$ cat src/rtl/mdio_pkg.sv
// mdio_pkg: frame states, opcodes and field widths shared by the MDIO responder
package mdio_pkg;
    typedef enum logic [3:0] {IDLE, ST1, OP, PHYAD, REGAD, TA, RDATA, WDATA, SKIP} state_t;
    localparam logic [1:0] OP_READ = 2'b10;
    localparam logic [1:0] OP_WRITE = 2'b01;
    localparam logic [1:0] TA_WRITE = 2'b10;
    localparam int PHYAD_W = 5;
    localparam int REGAD_W = 5;
    localparam int DATA_W = 16;
    localparam int FRAME_BITS = 32;
endpackage

$ cat src/rtl/mdio_responder_if.sv
// mdio_responder_if: MDIO pins plus local register-file strobes of the responder
interface mdio_responder_if;
    import mdio_pkg::*;
    logic mdc_i, mdio_i, mdio_o, mdio_oe;
    logic [REGAD_W-1:0] reg_address;
    logic [DATA_W-1:0] reg_writedata, reg_readdata;
    logic reg_write, reg_read, busy, frame_err;
    modport master (
        output mdc_i, mdio_i, reg_readdata,
        input mdio_o, mdio_oe, reg_address, reg_writedata, reg_write, reg_read, busy, frame_err
    );
    modport slave (
        input mdc_i, mdio_i, reg_readdata,
        output mdio_o, mdio_oe, reg_address, reg_writedata, reg_write, reg_read, busy, frame_err
    );
endinterface

$ cat src/rtl/mdio_sync_edge.sv
// mdio_sync_edge: two-flop synchronisers for MDC/MDIO and a rising-edge strobe on synced MDC
module mdio_sync_edge (
    input  logic clk,
    input  logic rst,
    input  logic mdc_i,
    input  logic mdio_i,
    output logic mdio_s,
    output logic mdc_rise
);
    logic [1:0] mdc_q, mdio_q;
    logic mdc_d;
    always_ff @(posedge clk or posedge rst)
        if (rst) begin
            mdc_q <= '0;
            mdio_q <= '0;
            mdc_d <= 1'b0;
        end else begin
            mdc_q <= {mdc_q[0], mdc_i};
            mdio_q <= {mdio_q[0], mdio_i};
            mdc_d <= mdc_q[1];
        end
    assign mdio_s = mdio_q[1];
    assign mdc_rise = mdc_q[1] & ~mdc_d;
endmodule

$ cat src/rtl/mdio_responder.sv
// mdio_responder: clause-22 MDIO target turning frames into single-cycle register strobes
module mdio_responder import mdio_pkg::*; #(
    parameter logic [4:0] PHY_ADDR = 5'h01,
    parameter int PREAMBLE_MIN = 32,
    parameter int RD_LATENCY = 2
) (
    input logic clk_clk,
    input logic reset_reset,
    mdio_responder_if.slave bus
);
    // cnt holds the frame index (ST0 = 0) of the bit sampled on the next mdc_rise
    localparam logic [4:0] OP_END = 5'd3;
    localparam logic [4:0] PHY_END = OP_END + 5'(PHYAD_W);
    localparam logic [4:0] REG_END = PHY_END + 5'(REGAD_W);
    localparam logic [4:0] TA_END = REG_END + 5'd2;
    localparam logic [4:0] LAST = 5'(FRAME_BITS - 1);
    localparam logic [5:0] PRE_MIN = 6'(PREAMBLE_MIN);
    state_t state, state_n;
    logic [4:0] cnt, cnt_n;
    logic [5:0] pre, pre_n;
    logic [DATA_W-1:0] sr, sr_n, sh, wdata_n;
    logic [REGAD_W-1:0] addr_n;
    logic [1:0] op, op_n;
    logic [RD_LATENCY-1:0] rd_pipe;
    logic mdo_n, oe_n, wr_n, rd_n, err_n, mdio_s, mdc_rise;

    mdio_sync_edge u_sync (
        .clk(clk_clk), .rst(reset_reset), .mdc_i(bus.mdc_i), .mdio_i(bus.mdio_i),
        .mdio_s(mdio_s), .mdc_rise(mdc_rise)
    );

    assign sh = {sr[DATA_W-2:0], mdio_s};
    assign bus.busy = !(state inside {IDLE, ST1});

    always_ff @(posedge clk_clk or posedge reset_reset)
        if (reset_reset) begin
            state <= IDLE;
            cnt <= '0;
            pre <= '0;
            sr <= '0;
            op <= '0;
            rd_pipe <= '0;
            bus.mdio_o <= 1'b0;
            bus.mdio_oe <= 1'b0;
            bus.reg_address <= '0;
            bus.reg_writedata <= '0;
            bus.reg_write <= 1'b0;
            bus.reg_read <= 1'b0;
            bus.frame_err <= 1'b0;
        end else begin
            state <= state_n;
            cnt <= cnt_n;
            pre <= pre_n;
            sr <= sr_n;
            op <= op_n;
            rd_pipe <= RD_LATENCY'({rd_pipe, bus.reg_read});
            bus.mdio_o <= mdo_n;
            bus.mdio_oe <= oe_n;
            bus.reg_address <= addr_n;
            bus.reg_writedata <= wdata_n;
            bus.reg_write <= wr_n;
            bus.reg_read <= rd_n;
            bus.frame_err <= err_n;
        end

    always_comb begin
        state_n = state;
        cnt_n = cnt;
        pre_n = pre;
        sr_n = sr;
        op_n = op;
        mdo_n = bus.mdio_o;
        oe_n = bus.mdio_oe;
        addr_n = bus.reg_address;
        wdata_n = bus.reg_writedata;
        wr_n = 1'b0;
        rd_n = 1'b0;
        err_n = 1'b0;
        if (mdc_rise) begin
            cnt_n = cnt + 5'd1;
            case (state)
                IDLE: begin
                    pre_n = mdio_s ? (pre >= PRE_MIN ? pre : pre + 6'd1) : 6'd0;
                    cnt_n = 5'd1;
                    state_n = !mdio_s && pre >= PRE_MIN ? ST1 : IDLE;
                end
                ST1: state_n = mdio_s ? OP : IDLE;
                OP: begin
                    sr_n = sh;
                    op_n = sh[1:0];
                    if (cnt == OP_END) state_n = sh[1:0] == OP_READ || sh[1:0] == OP_WRITE ? PHYAD : SKIP;
                end
                PHYAD: begin
                    sr_n = sh;
                    if (cnt == PHY_END) state_n = sh[4:0] == PHY_ADDR ? REGAD : SKIP;
                end
                REGAD: begin
                    sr_n = sh;
                    if (cnt == REG_END) begin
                        addr_n = sh[4:0];
                        rd_n = op == OP_READ;
                        state_n = TA;
                    end
                end
                TA:
                    if (op == OP_READ) begin
                        oe_n = 1'b1;
                        mdo_n = cnt == TA_END ? sr[DATA_W-1] : 1'b0;
                        sr_n = cnt == TA_END ? sr << 1 : sr;
                        state_n = cnt == TA_END ? RDATA : TA;
                    end else begin
                        sr_n = sh;
                        err_n = cnt == TA_END && sh[1:0] != TA_WRITE;
                        state_n = cnt != TA_END ? TA : err_n ? SKIP : WDATA;
                    end
                RDATA:
                    if (cnt == LAST) begin
                        oe_n = 1'b0;
                        mdo_n = 1'b0;
                        pre_n = '0;
                        state_n = IDLE;
                    end else begin
                        mdo_n = sr[DATA_W-1];
                        sr_n = sr << 1;
                    end
                WDATA: begin
                    sr_n = sh;
                    if (cnt == LAST) begin
                        wdata_n = sh;
                        wr_n = 1'b1;
                        pre_n = '0;
                        state_n = IDLE;
                    end
                end
                SKIP:
                    if (cnt == LAST) begin
                        pre_n = '0;
                        state_n = IDLE;
                    end
                default: state_n = IDLE;
            endcase
        end
        // read data lands well before the second TA bit, so it may simply overwrite the shifter
        if (rd_pipe[RD_LATENCY-1]) sr_n = bus.reg_readdata;
    end
endmodule

$ cat src/flat_wrapper.sv
// flat-port wrapper written by rule: the top's interface ports become plain ports
module mdio_responder_flat import mdio_pkg::*;
#(
    parameter logic [4:0] PHY_ADDR = 5'h01,
    parameter int PREAMBLE_MIN = 32,
    parameter int RD_LATENCY = 2
)
  (clk_clk, reset_reset, bus_mdc_i, bus_mdio_i, bus_reg_readdata, bus_mdio_o, bus_mdio_oe, bus_reg_address, bus_reg_writedata, bus_reg_write, bus_reg_read, bus_busy, bus_frame_err);
  mdio_responder_if bus_i ();
  input logic clk_clk;
  input logic reset_reset;
  input wire logic [$bits(bus_i.mdc_i)-1:0] bus_mdc_i;
  input wire logic [$bits(bus_i.mdio_i)-1:0] bus_mdio_i;
  input wire logic [$bits(bus_i.reg_readdata)-1:0] bus_reg_readdata;
  output wire logic [$bits(bus_i.mdio_o)-1:0] bus_mdio_o;
  output wire logic [$bits(bus_i.mdio_oe)-1:0] bus_mdio_oe;
  output wire logic [$bits(bus_i.reg_address)-1:0] bus_reg_address;
  output wire logic [$bits(bus_i.reg_writedata)-1:0] bus_reg_writedata;
  output wire logic [$bits(bus_i.reg_write)-1:0] bus_reg_write;
  output wire logic [$bits(bus_i.reg_read)-1:0] bus_reg_read;
  output wire logic [$bits(bus_i.busy)-1:0] bus_busy;
  output wire logic [$bits(bus_i.frame_err)-1:0] bus_frame_err;
  assign bus_i.mdc_i = bus_mdc_i;
  assign bus_i.mdio_i = bus_mdio_i;
  assign bus_i.reg_readdata = bus_reg_readdata;
  assign bus_mdio_o = bus_i.mdio_o;
  assign bus_mdio_oe = bus_i.mdio_oe;
  assign bus_reg_address = bus_i.reg_address;
  assign bus_reg_writedata = bus_i.reg_writedata;
  assign bus_reg_write = bus_i.reg_write;
  assign bus_reg_read = bus_i.reg_read;
  assign bus_busy = bus_i.busy;
  assign bus_frame_err = bus_i.frame_err;
  mdio_responder #(.PHY_ADDR(PHY_ADDR), .PREAMBLE_MIN(PREAMBLE_MIN), .RD_LATENCY(RD_LATENCY)) u_core (.clk_clk(clk_clk), .reset_reset(reset_reset), .bus(bus_i));
endmodule
$ cat config.mk
export PLATFORM = sky130hd
export DESIGN_NAME = mdio_responder_flat
export DESIGN_NICKNAME = d
export VERILOG_FILES = /design/src/rtl/mdio_pkg.sv /design/src/rtl/mdio_responder_if.sv /design/src/rtl/mdio_sync_edge.sv /design/src/rtl/mdio_responder.sv /design/src/flat_wrapper.sv
export SDC_FILE = /design/constraint.sdc
export NUM_CORES = 1
export LEC_CHECK = 0
export CELL_PAD_IN_SITES_DETAIL_PLACEMENT = 1
export CELL_PAD_IN_SITES_GLOBAL_PLACEMENT = 2
export CORE_MARGIN = 8
export CORE_UTILIZATION = 35
export CTS_CLUSTER_DIAMETER = 40
export DETAILED_ROUTE_END_ITERATION = 10
export GPL_TIMING_DRIVEN = 0
export PLACE_DENSITY_LB_ADDON = 0.1
export SKIP_LAST_GASP = 1
export SYNTH_ARGS = -nofsm -noshare
export SYNTH_HDL_FRONTEND = slang
export SYNTH_SLANG_ARGS = --single-unit
$ cat constraint.sdc
create_clock -name clk_clk -period 2.9 [get_ports clk_clk]
set_input_delay 0.58 -clock clk_clk [delete_from_list [all_inputs] [get_ports clk_clk]]
set_output_delay 0.58 -clock clk_clk [all_outputs]
set_load 0.02 [all_outputs]
==> impl_metrics.csv, run 1 <==
group,metric,value,unit
placed_design,gp_congestion,0.764,
sta,period_share,91.3,%
final_layout,antenna_cells,0,
pwr,vdd.ir_drop.worst,237,uV
logic_synthesis,syn-num-nets,331,
pwr,p_clk_share,40.6,%
routing,finalWirelength,8650,microns
final_layout,final_common_cell,"dfrtp_1",
floorplan,fp.dieW,113,microns
grt,overflow,0,
routing,ant_nets,0,
final_layout,area_delta_synth_final,24.7,%
setup_path,critPathMaxFanout,10,
logic_synthesis,syn_avg_cell_area,11.0,sq um
grt,antenna_found_initial,0,
floorplan,dieHeight,113,microns
min_path,min_path_type,"reg2reg",
sta,relSlewSlack,43.5,%
logic_synthesis,ys_seq_area_share,49.8,%
run,max_cap_violations,0,
sta,grt_setup_unrepaired,"no",
placed_design,port_buffers,46,
setup_path,worstPathRequired,2.32,ns
logic_synthesis,synth_top_area_share,49.8,%
clocking,path_clk_slew,0.08,ns
final_layout,fillers,1006,
pwr,total_leakage_power,0.00181,uW
outcome,status,"completed",
grt,grt_pass1_vias,2725,
sta,fin_crit,2.65,ns
sta,tightest_slew,0.847,ns
floorplan,start_util,35.9,%
pwr,comb_power_share,5.6,%
grt,grt_use_total,14.2,%
sta,setup_viol,0,
logic_synthesis,syn_area,3320,sq um
clocking,h-tree-depth,3,
pwr,sw_frac_of_total,26.2,%
setup_path,cp_slowest_cell,"clkdlybuf4s50_1",
logic_synthesis,netlist_instances,302,
clocking,ctsResizeCount,0,
routing,drt-vias-per-instance,5.03,
grt,grt_first_pass_wirelength,14500,microns
logic_synthesis,synth_area_leaders,"dfrtp_1 (50%), mux2_2 (7.8%), a21oi_2 (5.5%)",
final_layout,multiInputGateArea,1520,sq um
clocking,cts_root_buf,"clkbuf_8",
grt,grt_start_max_net_pins,67,
final_layout,fin_cells,495,
final_layout,seqCellArea,1650,sq um
logic_synthesis,yosys_register_bits,66,
pwr,p_sw,468,uW
routing,dr.pass1.iters,4,
routing,detail_route.wl_per_cell,17.5,microns
clocking,clk_latency,0.35,ns
pwr,power_density,432,nW/um^2
routing,vias,2489,
setup_path,start_kind,"flop",
setup_path,cp_slowest_stage_delay,0.55,ns
sta,slew_viol_final,0,
clocking,ctsHoldBuffers,0,
logic_synthesis,synth.largest_area_cell,"dfrtp_1",
sta,fin_worst_skew,0.0107,ns
clocking,clock_sinks,66,
setup_path,cp.arrival,2.07,ns
sta,final_hold_viol_count,0,
sta,fmax,378,MHz
clocking,cts_tree,"yes",
floorplan,rows,35,
floorplan,fp.dieArea,12900,sq um
final_layout,nNetsFinal,390,
sta,fin_setup_tns,0,ns
setup_path,crit_path_end_kind,"primary output",
placed_design,post-dp-hpwl,5870,microns
clocking,numCtsBuffers,9,
setup_path,worstSetupPathType,"reg2out",
routing,drt_iter0_markers,50,
logic_synthesis,yosysUniqueCellTypes,48,
floorplan,num_io_pins,47,
logic_synthesis,yosysWarnings,0,
pwr,p_int,1320,uW
routing,drc_errors,0,
placed_design,dp.cells,477,
pwr,seqPwrFrac,53.8,%
clocking,clockBufferDepth,2,
setup_path,crit_chain,"buf_2 > clkbuf_1 > or3_1 > clkdlybuf4s50_1",
floorplan,core,9240,sq um
final_layout,layout_common_cells,"dfrtp_1 (66), clkdlybuf4s50_1 (46), nand2_1 (30)",
final_layout,drive_gt1_share,22.7,%
[stage by stage]
stage	total power [uW]	util (%)	hold WS (ns)	instance area (sq um)	setup slack (ns)
global placement	1080	42.6	0.333	3940	-0.683
finish	1790	44.8	0.355	4140	0.252
CTS	1820	44.6	0.357	4120	0.00509
floorplan	1030	-	0.331	3320	0.632
global route	1870	44.8	0.366	4140	0.153
detailed placement	1080	42.7	0.340	3940	0.0497
[per-layer routing]
| layer | track usage (%) | up-vias | share of wire (%) | routed length, microns |
|---|---|---|---|---|
| li1 | - | 1186 | - | - |
| met1 | 18.5 | 1254 | 49 | 4240 |
| met2 | 22.2 | 40 | 46 | 3940 |
| met3 | 3.67 | 9 | 4.2 | 359 |
| met4 | 5.33 | 0 | 1.3 | 112 |
| met5 | 0 | - | 0 | 0 |
[path summary, 6_finish.rpt]
kind                                         from                     endpoint  slack, ns  cells after the start
max in group asynchronous             reset_reset                u_core.sr[12]       1.59                      2
max                               u_core.state[1]                     bus_busy       0.25                      4
min in group asynchronous             reset_reset                u_core.pre[5]       0.75                      2
min reg2reg                u_core.u_sync.mdc_q[0]       u_core.u_sync.mdc_q[1]       0.35                      0
min                        u_core.u_sync.mdc_q[0]       u_core.u_sync.mdc_q[1]       0.35                      0
max reg2reg                         u_core.cnt[0]  u_core.bus.reg_writedata[6]       0.32                      8
[cell families (layout without fill, tap and decap cells)]
family | count (synthesis) | in the layout | share of synthesized area, %
AND/OR/NAND/NOR | 94 | 94 | 17.3
AO/OA/AOI/OAI | 77 | 77 | 15.8
flip-flops | 66 | 66 | 49.8
buffers and inverters | 29 | 93 | 4.56
multiplexers | 27 | 27 | 9.16
adder cells (fa/ha/maj) | 9 | 9 | 3.39
[power by group through the flow]
stage / Clock (uW) / Combinational [uW] / Sequential, uW
global placement: 0 / 99.7 / 979
CTS: 750 / 103 / 962
finish: 726 / 99.3 / 962
floorplan: 0 / 57.3 / 973
detailed placement: 0 / 102 / 980
global route: 786 / 114 / 965
[flip-flops by register name (all words and copies together), names as in the netlist]
| signal | flops |
|---|---|
| u_core.bus.frame_err | 1 |
| u_core.sr | 16 |
| u_core.u_sync.mdio_q | 2 |
| u_core.bus.reg_writedata | 16 |
| u_core.op | 2 |
| u_core.bus.reg_write | 1 |
| u_core.pre | 6 |
| u_core.bus.mdio_o | 1 |
| u_core.state | 4 |
| u_core.bus.mdio_oe | 1 |
| u_core.u_sync.mdc_d | 1 |
| u_core.cnt | 5 |
| u_core.u_sync.mdc_q | 2 |
| u_core.rd_pipe | 2 |
| u_core.bus.reg_read | 1 |
| u_core.bus.reg_address | 5 |
[cell usage after synthesis (all sizes together)]
cell type	instances
a22o	1
o21a	2
nor2	9
a31oi	4
ha	9
o32ai	1
a41oi	1
nor3	4
nand2b	4
and4bb	1
dfrtp	66
buf	9
a21oi	42
or4b	1
or3	3
a32oi	1
and4	1
and4b	1
o311a	1
o21ai	16
o31ai	2
nand3	7
nor4	4
or2	1
o22ai	1
mux2	27
and3	5
a2111oi	1
nor2b	19
a221o	1
inv	12
nand2	30
nand3b	1
nor4bb	1
a31o	2
nand4bb	1
nor4b	1
a22oi	1
clkbuf	8
[layout make-up]
type                       instances  share of cell area [%]
buffer                            17                    2.57
timing repair buffer              48                    11.5
clock inverter                     6                   0.998
tap                              129                    3.90
multi-input combinational        207                    36.6
inverter                          12                    1.15
clock buffer                      10                    3.33
sequential                        66                    39.9
[timing repair]
action,CTS,global route
endpoints found under the hold margin,0,0
setup buffers,0,2
endpoints found under the setup margin,0,9
[critical path, delay by kind of cell (launching register included)]
family | cells | cell delay, ns
buf+inv | 3 | 0.98
simple gates | 1 | 0.38
flops | 1 | 0.36
No activity file was read; power rests on OpenSTA's default activity.
==> run 2: changes to the inputs <==
- CORE_UTILIZATION: 35 -> 32
- clock period: 2.9 -> 2.3 ns (I/O delays scaled with it)
==> run 2 against run 1 <==
Combinational power grew 36%. Worst hold slack lost 0.0017 ns. Flip-flop and latch count is the same. Critical path depth fell by 1. Global-route usage is 0.79 points lower. Total power up 38%. First-iteration DRC count grew 150%. Non-clock buffer count grew 7. Die area up 8.0%. Cell count up 2.8%. Largest power group unchanged.
==> impl_metrics.csv, run 2 (same netlist as run 1, synthesis figures left out) <==
group,metric,value,unit
placed_design,dp.cells,484,
clocking,h-tree-depth,3,
grt,antenna_found_initial,0,
grt,grt_first_pass_wirelength,15000,microns
floorplan,dieHeight,118,microns
sta,fin_worst_skew,0.0114,ns
grt,grt_start_max_net_pins,67,
sta,period_share,97.4,%
routing,ant_nets,0,
pwr,vdd.ir_drop.worst,312,uV
clocking,ctsHoldBuffers,0,
sta,fin_setup_tns,0,ns
final_layout,drive_gt1_share,26.0,%
outcome,status,"completed",
pwr,seqPwrFrac,48.9,%
final_layout,fin_cells,509,
clocking,numCtsBuffers,9,
placed_design,port_buffers,46,
setup_path,critPathMaxFanout,10,
pwr,comb_power_share,5.5,%
placed_design,place_area,3950,sq um
grt,overflow,0,
pwr,power_density,574,nW/um^2
floorplan,num_io_pins,47,
sta,fin_crit,2.24,ns
final_layout,area_delta_synth_final,29.9,%
sta,tightest_slew,0.870,ns
run,max_cap_violations,0,
routing,finalWirelength,8830,microns
grt,grt_use_total,13.4,%
final_layout,final_common_cell,"dfrtp_1",
routing,dr.pass1.iters,4,
floorplan,fp.dieArea,13900,sq um
final_layout,antenna_cells,0,
pwr,p_int,1890,uW
routing,vias,2536,
floorplan,fp.dieW,118,microns
clocking,path_clk_slew,0.08,ns
final_layout,reg.largest.list,"u_core.bus.reg_writedata: 16 flops, u_core.sr: 16 flops, u_core.pre: 6 flops",
sta,setup_viol,0,
clocking,clockBufferDepth,2,
sta,slew_viol_final,0,
sta,fmax,446,MHz
setup_path,worstSetupPathType,"reg2out",
sta,grt_setup_unrepaired,"yes",
setup_path,worstPathRequired,1.84,ns
clocking,clock_sinks,66,
routing,drt_iter0_markers,124,
routing,drc_errors,0,
setup_path,cp.arrival,1.78,ns
pwr,total_leakage_power,0.00188,uW
pwr,p_clk_share,45.6,%
floorplan,core,10200,sq um
final_layout,stdcell_area,4310,sq um
min_path,min_path_type,"reg2reg",
sta,whs,0.353,ns
final_layout,nNetsFinal,397,
pwr,p_sw,583,uW
floorplan,start_util,32.6,%
pwr,sw_frac_of_total,23.6,%
floorplan,rows,37,
placed_design,post-dp-hpwl,6040,microns
sta,relSlewSlack,42.0,%
routing,detail_route.wl_per_cell,17.4,microns
setup_path,crit_path_end_kind,"primary output",
clocking,cts_root_buf,"clkbuf_8",
setup_path,start_kind,"flop",
clocking,clk_latency,0.35,ns
placed_design,gp_congestion,0.790,
routing,drt-vias-per-instance,4.98,
sta,final_hold_viol_count,0,
final_layout,layout_common_cells,"dfrtp_1 (65), clkdlybuf4s50_1 (45), nand2_1 (30)",
clocking,cts_tree,"yes",
grt,grt_pass1_vias,2778,
==> run 2: routing by layer <==
layer	track usage, %	routed length, microns	vias up	share of wire (%)
li1	-	-	1208	-
met5	0	0	-	0
met3	2.88	261	11	3.0
met2	21.3	4120	38	47
met4	6.00	148	0	1.7
met1	17.3	4310	1279	49
==> run 2: final cells by class <==
class	count	area [sq um]
buffer	15	104
clock buffer	10	138
clock inverter	6	88.8
fill	1121	5880
inverter	12	47.5
multi-input combinational	207	1550
sequential	66	1650
tap	136	170
timing repair buffer	57	557
==> run 2: timing repair <==
| item | CTS | global route |
|---|---|---|
| cloned | 0 | 2 |
| buffers inserted | 4 | 5 |
| pin swaps | 2 | 1 |
| setup endpoints to repair | 38 | 14 |
| resized for setup | 7 | 5 |
==> run 2: critical path: stages, from the launching register on <==
cell,delay (ns)
dfrtp_2,0.50
clkbuf_4,0.23
or3_1,0.37
dlygate4sd2_1,0.32
==> run 2: per-stage QoR <==
step	power, uW	util, %	worst slack [ns]
2_1_floorplan	1300	-	0.0321
3_3_place_gp	1360	38.8	-1.19
3_5_place_dp	1370	38.8	-0.535
4_1_cts	2520	41.5	-0.0174
5_1_grt	2580	42.3	-0.0119
6_report	2470	42.3	0.0601
==> run 2: worst paths after layout <==
kind                                        start                endpoint  slack [ns]  cells past startpoint
max in group asynchronous             reset_reset           u_core.pre[5]        1.08                      2
min in group asynchronous             reset_reset         u_core.state[3]        0.64                      2
min reg2reg                u_core.u_sync.mdc_q[0]  u_core.u_sync.mdc_q[1]        0.35                      0
max                               u_core.state[3]                bus_busy        0.06                      3
max reg2reg                         u_core.cnt[0]         u_core.state[0]        0.08                      8
min                        u_core.u_sync.mdc_q[0]  u_core.u_sync.mdc_q[1]        0.35                      0
==> run 2: power by group through the flow <==
stage / Combinational, uW / Clock [uW] / Sequential (uW)
after floorplan: 72.2 / 0 / 1230
after global placement: 126 / 0 / 1230
after detailed placement: 130 / 0 / 1240
after CTS: 137 / 1170 / 1210
after global routing: 158 / 1210 / 1220
final: 135 / 1130 / 1210
==> run 3: changes to the inputs <==
- CORE_UTILIZATION: 32 -> 35
- clock period: 2.3 -> 2.4 ns (I/O delays scaled with it)
==> run 3 against run 2 <==
Via count fell by 2.2%. Utilization rose by 2.6 points. Register-to-register slack improved by 0.06 ns. Sequential share of layout area rose by 1.4 points. Critical path depth rose by 1. Highest routed layer unchanged.
==> impl_metrics.csv, run 3 (same netlist as run 1, synthesis figures left out) <==
group,metric,value,unit
outcome,status,"completed",
placed_design,place_area,3940,sq um
pwr,p_sw,565,uW
final_layout,multiInputGateArea,1540,sq um
clocking,clk_latency,0.35,ns
routing,vias,2479,
setup_path,r2r_start,"u_core.cnt[0]",
setup_path,cp_slowest_stage_delay,0.38,ns
floorplan,core,9240,sq um
pwr,comb_power_share,5.6,%
final_layout,antenna_cells,0,
final_layout,layout_common_cells,"dfrtp_1 (66), clkdlybuf4s50_1 (45), nand2_1 (30)",
final_layout,seqCellArea,1650,sq um
pwr,p_clk_share,40.6,%
routing,ant_nets,0,
clocking,clock_sinks,66,
setup_path,cp_slowest_cell,"or3_1",
pwr,seqPwrFrac,53.8,%
grt,grt_pass1_vias,2727,
pwr,sw_frac_of_total,26.2,%
sta,period_share,97.3,%
routing,drt-vias-per-instance,5.03,
setup_path,worstPathRequired,1.92,ns
placed_design,gp_congestion,0.764,
final_layout,nNetsFinal,388,
pwr,vdd.ir_drop.worst,286,uV
clocking,cts_root_buf,"clkbuf_8",
setup_path,cp.arrival,1.86,ns
pwr,total_leakage_power,0.00180,uW
clocking,clockBufferDepth,2,
routing,drt_iter0_markers,52,
placed_design,post-dp-hpwl,5870,microns
setup_path,r2r_cells,9,
clocking,cts_tree,"yes",
grt,antenna_found_initial,0,
final_layout,fillers,1004,
floorplan,dieHeight,113,microns
clocking,path_clk_slew,0.08,ns
pwr,power_density,520,nW/um^2
clocking,h-tree-depth,3,
setup_path,critPathBufInv,3,
grt,grt_start_max_net_pins,67,
sta,tightest_slew,0.848,ns
min_path,holdPathStages,0,
min_path,min_from,"u_core.u_sync.mdc_q[0]",
setup_path,start_kind,"flop",
sta,whs,0.355,ns
final_layout,stdcell_area,4150,sq um
clocking,numCtsBuffers,9,
final_layout,final_common_cell,"dfrtp_1",
routing,drc_errors,0,
routing,dr.pass1.iters,4,
setup_path,path_delay_family,"buffers and inverters",
sta,fin_worst_skew,0.0108,ns
grt,grt_first_pass_wirelength,14500,microns
pwr,p_int,1590,uW
sta,slew_viol_final,0,
sta,fin_crit,2.34,ns
floorplan,rows,35,
setup_path,reg2reg_to,"u_core.sr[12]",
final_layout,drive_gt1_share,23.1,%
final_layout,area_delta_synth_final,25.2,%
floorplan,start_util,35.9,%
routing,finalWirelength,8680,microns
run,max_cap_violations,0,
placed_design,port_buffers,46,
sta,relSlewSlack,43.5,%
floorplan,num_io_pins,47,
sta,fmax,428,MHz
grt,overflow,0,
pwr,finalPower,2160,uW
setup_path,crit_path_end_kind,"primary output",
min_path,min_path_type,"reg2reg",
sta,grt_setup_unrepaired,"no",
setup_path,critPathMaxFanout,10,
min_path,hold_path_end,"u_core.u_sync.mdc_q[1]",
setup_path,crit_chain,"buf_2 > clkbuf_1 > or3_1 > dlygate4sd2_1",
setup_path,worstSetupPathType,"reg2out",
floorplan,fp.dieArea,12900,sq um
sta,final_hold_viol_count,0,
routing,detail_route.wl_per_cell,17.6,microns
sta,setup_viol,0,
grt,grt_use_total,14.3,%
floorplan,fp.dieW,113,microns
setup_path,r2r_setup_slack,0.14,ns
final_layout,reg.largest.list,"u_core.bus.reg_writedata: 16 flops, u_core.sr: 16 flops, u_core.pre: 6 flops",
## run 3: layout make-up
class	count	area share [%]
well taps	129	3.89
multi-input cells	207	37.2
clock buffers	10	3.31
inverters	12	1.14
plain buffers	16	2.47
clock inverters	6	0.994
flip-flops and latches	66	39.8
repair buffers	47	11.2
## run 3: stage by stage
stage	setup TNS, ns	utilization (%)	std cells	setup WS (ns)
6_report	0	44.9	493	0.0638
5_1_grt	0	44.9	493	0.00220
2_1_floorplan	0	-	302	0.132
4_1_cts	0	44.7	493	0.0230
3_5_place_dp	-7.68	42.7	477	-0.450
3_3_place_gp	-78.33	42.6	477	-1.08
## run 3: how the worst max path moves through the flow
stage	from	endpoint	slack, ns	cells after the start
floorplan	u_core.cnt[0]	u_core.bus.reg_writedata[0]	0.13	8
global placement	reset_reset	u_core.sr[13]	-1.08	2
detailed placement	u_core.cnt[0]	u_core.bus.reg_writedata[6]	-0.45	8
CTS	u_core.cnt[0]	u_core.sr[12]	0.02	9
global route	u_core.state[1]	bus_busy	0.002	4
finish	u_core.state[1]	bus_busy	0.06	4
## run 3: per-layer routing
metal / global-route usage, % / part of all wire (%) / vias up
li1: - / - / 1180
met2: 22.3 / 46 / 41
met3: 3.67 / 4.2 / 8
met5: 0 / 0 / -
met4: 5.33 / 1.2 / 0
met1: 18.6 / 49 / 1250
## run 3: worst reg2reg max path, stage by stage, from the launching register on
cell and delay [ns]:
dfrtp_1 0.45, ha_1 0.26, and3_1 0.23, ha_4 0.22, a2111oi_4 0.35, o21a_1 0.19
buf_6 0.13, buf_12 0.15, a21oi_2 0.07, a21oi_2 0.15
## run 3: what timing repair did
action                     CTS  global route
buffers inserted             1             0
pin swaps                    1             0
hold buffers                 0             0
resized for setup            3             2
setup endpoints to repair   34            22
## run 3: power by group through the flow
stage / Sequential (uW) / Combinational, uW / Clock [uW]
2_1_floorplan: 1180 / 69.2 / 0
3_3_place_gp: 1180 / 121 / 0
3_5_place_dp: 1180 / 123 / 0
4_1_cts: 1160 / 124 / 906
5_1_grt: 1170 / 138 / 950
6_report: 1160 / 121 / 877
==> edit 1 (settings of run 3) <==
`PHY_ADDR` is set to 5'h01 in 2 places; all go to 5'h00.
--- a/src/rtl/mdio_responder.sv
+++ b/src/rtl/mdio_responder.sv
@@ -2,3 +2,3 @@
 module mdio_responder import mdio_pkg::*; #(
-    parameter logic [4:0] PHY_ADDR = 5'h01,
+    parameter logic [4:0] PHY_ADDR = 5'h00,
     parameter int PREAMBLE_MIN = 32,
--- a/src/flat_wrapper.sv
+++ b/src/flat_wrapper.sv
@@ -3,3 +3,3 @@
 #(
-    parameter logic [4:0] PHY_ADDR = 5'h01,
+    parameter logic [4:0] PHY_ADDR = 5'h00,
     parameter int PREAMBLE_MIN = 32,
Function: no difference found for any inputs over 10 cycles, from zero or initial values and one cycle with reset_reset high; that may be too few to reach the edited logic, so the function may still have changed.
==> edit 1 against run 3 <==
  * Area after synthesis shrank 4.3%
  * Wire length shrank 2.9%
  * Hold slack lost 0.0036 ns
  * Sequential cell count is the same
  * Critical path type is now flip-flop to flip-flop
  * Non-clock buffer count is the same
  * Setup slack gained 0.065 ns
  * Cell area shrank 1.3%
  * Total power grew 18%
  * Final cell count shrank 4.3%
==> edit 1: results (changes against run 3) <==
{
  "status": "finished, final reports clean",
  "met3_usage": {"value": 0.0335, "change": "-0.00319"},
  "synth-seq-area-share": {"value": 0.520, "change": "+0.0224"},
  "post_synth_num_cell_types": {"value": 46, "change": "-4.2%"},
  "timing.rr.end": "u_core.sr[15]",
  "timing.hold.ws": {"value": 0.351, "unit": "ns", "change": "-0.00360 ns"},
  "track_usage": {"value": 0.143, "change": "+0.000810"},
  "synth_common_cells": "sky130_fd_sc_hd__dfrtp_1 (66), sky130_fd_sc_hd__a21oi_1 (38), sky130_fd_sc_hd__nand2_1 (30)",
  "final_cell_area": {"value": 0.00410, "unit": "mm²", "change": "-1.3%"},
  "wl": {"value": 8430, "unit": "µm", "change": "-2.9%"},
  "drt-met1-wl": {"value": 4050, "unit": "µm", "change": "-4.2%"},
  "timing.critical_path.slowest_stage_cell": "sky130_fd_sc_hd__dfrtp_1",
  "dp.final_hpwl": {"value": 5850, "unit": "µm", "change": "-0.40%"},
  "buf_share": {"value": 0.135, "change": "-0.00190"},
  "worst_hold_startpoint": "u_core.u_sync.mdio_q[0]",
  "num-multi-input-gates": {"value": 208, "change": "+0.48%"},
  "place_inst": {"value": 452, "change": "-5.2%"},
  "multiInputGateArea": {"value": 0.00144, "unit": "mm²", "change": "-6.6%"},
  "synth_fp_nets": {"value": 327, "change": "-1.2%"},
  "finalWeightedCongestion": {"value": 0.874, "change": "+14%"},
  "critPathKind": "flip-flop to flip-flop",
  "area_share_clock_buf_inv": {"value": 0.0668, "change": "+0.0237"},
  "inverters_excl_clock": {"value": 11, "change": "-1"},
  "syn_avg_cell_area": {"value": 10.7, "unit": "µm²", "change": "-3.0%"},
  "average_vias_per_placed_instance": {"value": 5.22, "change": "+3.9%"},
  "routed-wl-met2": {"value": 3860, "unit": "µm", "change": "-3.1%"},
  "gr-usage-met2": {"value": 0.219, "change": "-0.00373"},
  "slowest_delay": {"value": 0.41, "unit": "ns", "change": "+0.03 ns"},
  "rr_startpoint": "u_core.cnt[1]",
  "netlist_top_cells_area": "sky130_fd_sc_hd__dfrtp_1 (52%), sky130_fd_sc_hd__mux2_2 (8.5%), sky130_fd_sc_hd__a21oi_1 (6.0%), sky130_fd_sc_hd__nor2b_1 (3.7%), sky130_fd_sc_hd__ha_1 (3.5%)",
  "timing.hold.worst_endpoint": "u_core.u_sync.mdio_q[1]",
  "dpl_worst_slack": {"value": -0.162, "unit": "ns", "change": "+0.288 ns"},
  "power.static_leakage": {"value": 1.82, "unit": "nW", "change": "+0.69%"},
  "finalNonFillerCells": {"value": 472, "change": "-4.3%"},
  "drt-initial-drc-count": {"value": 64, "change": "+23%"},
  "grtUsageMet1": {"value": 0.188, "change": "+0.00199"},
  "worst_slew_margin_rel": {"value": 0.441, "change": "+0.00647"},
  "crit_path_leading_delay_family": "compound AO/OA/AOI/OAI gates",
  "vdd.ir_drop.worst": {"value": 0.246, "unit": "mV", "change": "-14%"}
}
-- edit 1: changes by cell type after synthesis, moves of 3 or more --
cell	before	now
sky130_fd_sc_hd__nand4_1	0	3
sky130_fd_sc_hd__a21oi_1	21	38
sky130_fd_sc_hd__mux2_1	4	0
sky130_fd_sc_hd__nand2b_1	4	8
sky130_fd_sc_hd__nor4b_1	1	4
sky130_fd_sc_hd__a21oi_2	21	0
-- edit 1: cells by family after synthesis --
kind of cell,share of synthesized area
AOI/OAI and AO/OA,0.134
muxes,0.0914
adders and majority gates,0.0355
and+or+nand+nor,0.187
buffers and inverters,0.0323
DFF,0.520
-- edit 1: power by group --
group | internal (W) | leakage (nW) | switching, W
clock network | 0.000828 | 0.133 | 0.000464
logic | 0.0000511 | 0.857 | 0.0000574
registers | 0.00113 | 0.826 | 0.0000126
-- edit 1: repair_timing --
action                                  4_1_cts  5_1_grt
endpoints found under the setup margin       26       16
hold buffers                                  0        0
gates resized for setup                       3        7
gates cloned                                  0        0
pin swaps                                     2        0
setup buffers                                 4        0
==> edit 2 (flow settings as in run 3) <==
Without the edit above. One comparison of `cnt` changes from == to >=.
--- a/src/rtl/mdio_responder.sv
+++ b/src/rtl/mdio_responder.sv
@@ -109,3 +109,3 @@
                         sr_n = cnt == TA_END ? sr << 1 : sr;
-                        state_n = cnt == TA_END ? RDATA : TA;
+                        state_n = cnt >= TA_END ? RDATA : TA;
                     end else begin
Check against the original RTL: same outputs for any inputs over 10 cycles, from zero or initial values and one cycle with reset_reset high; that may be too few to reach the edited logic, so the function may still have changed.
==> edit 2 against run 3 <==
  * Maximum frequency up 0.74%
  * Setup slack improved by 0.017 ns
  * Hold slack got worse by 0.0030 ns
  * Combinational power decreased by 7%
  * Sequential cell count stayed put
  * Wire length down 0.39%
  * Area after synthesis decreased by 2.7%
  * Cell area down 0.18%
  * Final cell count down 5.5%
  * Register-to-register slack worse by 0.06 ns
  * Total power rose by 8.4%
  * Clock power increased by 23%
==> edit 2: results (changes against run 3) <==
{
  "nonClockBufferCount": {"value": 64, "change": "+1.6%"},
  "buf_share": {"value": 0.136, "change": "-0.000959"},
  "area.sequential": {"value": 0.00165, "unit": "mm²", "change": "+0.15%"},
  "worst_min_delay_path_class": "flip-flop to flip-flop",
  "post_route_cells_drive_above_1_share": {"value": 0.175, "change": "-0.0561"},
  "power.static_leakage": {"value": 1.76, "unit": "nW", "change": "-2.2%"},
  "avgRoutedWirePerCell": {"value": 18.5, "unit": "µm", "change": "+5.4%"},
  "num-multi-input-gates": {"value": 197, "change": "-4.8%"},
  "track_usage": {"value": 0.145, "change": "+0.00271"},
  "synth_fp_nets": {"value": 320, "change": "-3.3%"},
  "post_synth_num_cell_types": {"value": 49, "change": "+2.1%"},
  "worst_margin_slew": {"value": 0.834, "unit": "ns", "change": "-0.0143 ns"},
  "vdd.ir_drop.worst": {"value": 0.223, "unit": "mV", "change": "-22%"},
  "grt_pass1_wl": {"value": 14500, "unit": "µm", "change": "-0.29%"},
  "route.vias.total": {"value": 2481, "change": "+0.081%"},
  "dp.final_hpwl": {"value": 6050, "unit": "µm", "change": "+3.1%"},
  "cts_post_setup_buffers_inserted": {"value": 4, "change": "+3"},
  "slowest_delay": {"value": 0.44, "unit": "ns", "change": "+0.06 ns"},
  "area_share_clock_buf_inv": {"value": 0.0549, "change": "+0.0118"},
  "postSynth.asyncResetShare": {"value": 1.00, "change": "unchanged"},
  "worst_clock_skew": {"value": 0.00669, "unit": "ns", "change": "-0.00412 ns"},
  "crit_path_leading_delay_family": "compound AO/OA/AOI/OAI gates",
  "count_of_sequential_standard_cells": {"value": 66, "change": "unchanged"},
  "critical_path_data_arrival_time": {"value": 2.55, "unit": "ns", "change": "+0.69 ns"},
  "die-area": {"value": 0.0126, "unit": "mm²", "change": "-2.3%"},
  "finalWeightedCongestion": {"value": 0.797, "change": "+4.4%"},
  "placement.cell_area": {"value": 0.00384, "unit": "mm²", "change": "-2.6%"},
  "synth-seq-area-share": {"value": 0.511, "change": "+0.0137"},
  "first_global_vias": {"value": 2734, "change": "+0.26%"},
  "nets": {"value": 378, "change": "-2.6%"},
  "nFillCells": {"value": 1013, "change": "+0.90%"},
  "multiInputGateArea": {"value": 0.00151, "unit": "mm²", "change": "-2.0%"},
  "timing.critical_path.fanout_max": {"value": 10, "change": "unchanged"},
  "status": "finished, final reports clean"
}
-- edit 2: final timing paths --
path / slack [ns] / cells after the start / startpoint / end
worst max-delay path: 0.08 / 7 / u_core.cnt[0] / u_core.sr[5]
worst min-delay path: 0.35 / 0 / u_core.u_sync.mdio_q[0] / u_core.u_sync.mdio_q[1]
worst max register to register: 0.08 / 7 / u_core.cnt[0] / u_core.sr[5]
worst min register to register: 0.35 / 0 / u_core.u_sync.mdio_q[0] / u_core.u_sync.mdio_q[1]
max in group asynchronous: 1.16 / 2 / reset_reset / u_core.state[3]
min in group asynchronous: 0.65 / 2 / reset_reset / u_core.bus.reg_writedata[2]
-- edit 2: cells by family after synthesis --
logic type | after synthesis | share of synthesized area
buf+inv | 29 | 0.0384
fa+ha+maj | 8 | 0.0310
simple gates | 102 | 0.193
mux | 25 | 0.0864
compound gates | 62 | 0.140
flops | 66 | 0.511
-- edit 2: where the power goes --
part           internal [W]  switching (W)  leakage (nW)  total (W)
Clock              0.000615       0.000469         0.112    0.00108
Combinational     0.0000526      0.0000600         0.760   0.000113
Sequential          0.00113      0.0000149         0.892    0.00114
Total               0.00180       0.000544          1.76    0.00234
-- edit 2: metrics by stage --
stage	total power (W)	setup WS [ns]	std cells	hold WS [ns]	util
final	0.00234	0.0809	466	0.352	0.455
after global routing	0.00242	-0.0107	466	0.359	0.455
after CTS	0.00237	0.00468	468	0.353	0.455
after detailed placement	0.00128	-0.485	449	0.337	0.422
after global placement	0.00128	-1.04	449	0.336	0.421
after floorplan	0.00122	0.00471	292	0.331	-
-- edit 2: layer usage --
metal  track usage  up-vias  share of wire
met3        0.0354       13          0.036
met4        0.0674        0          0.020
met5             0        -              0
li1              -     1197              -
met2         0.227       42           0.47
met1         0.186     1229           0.48
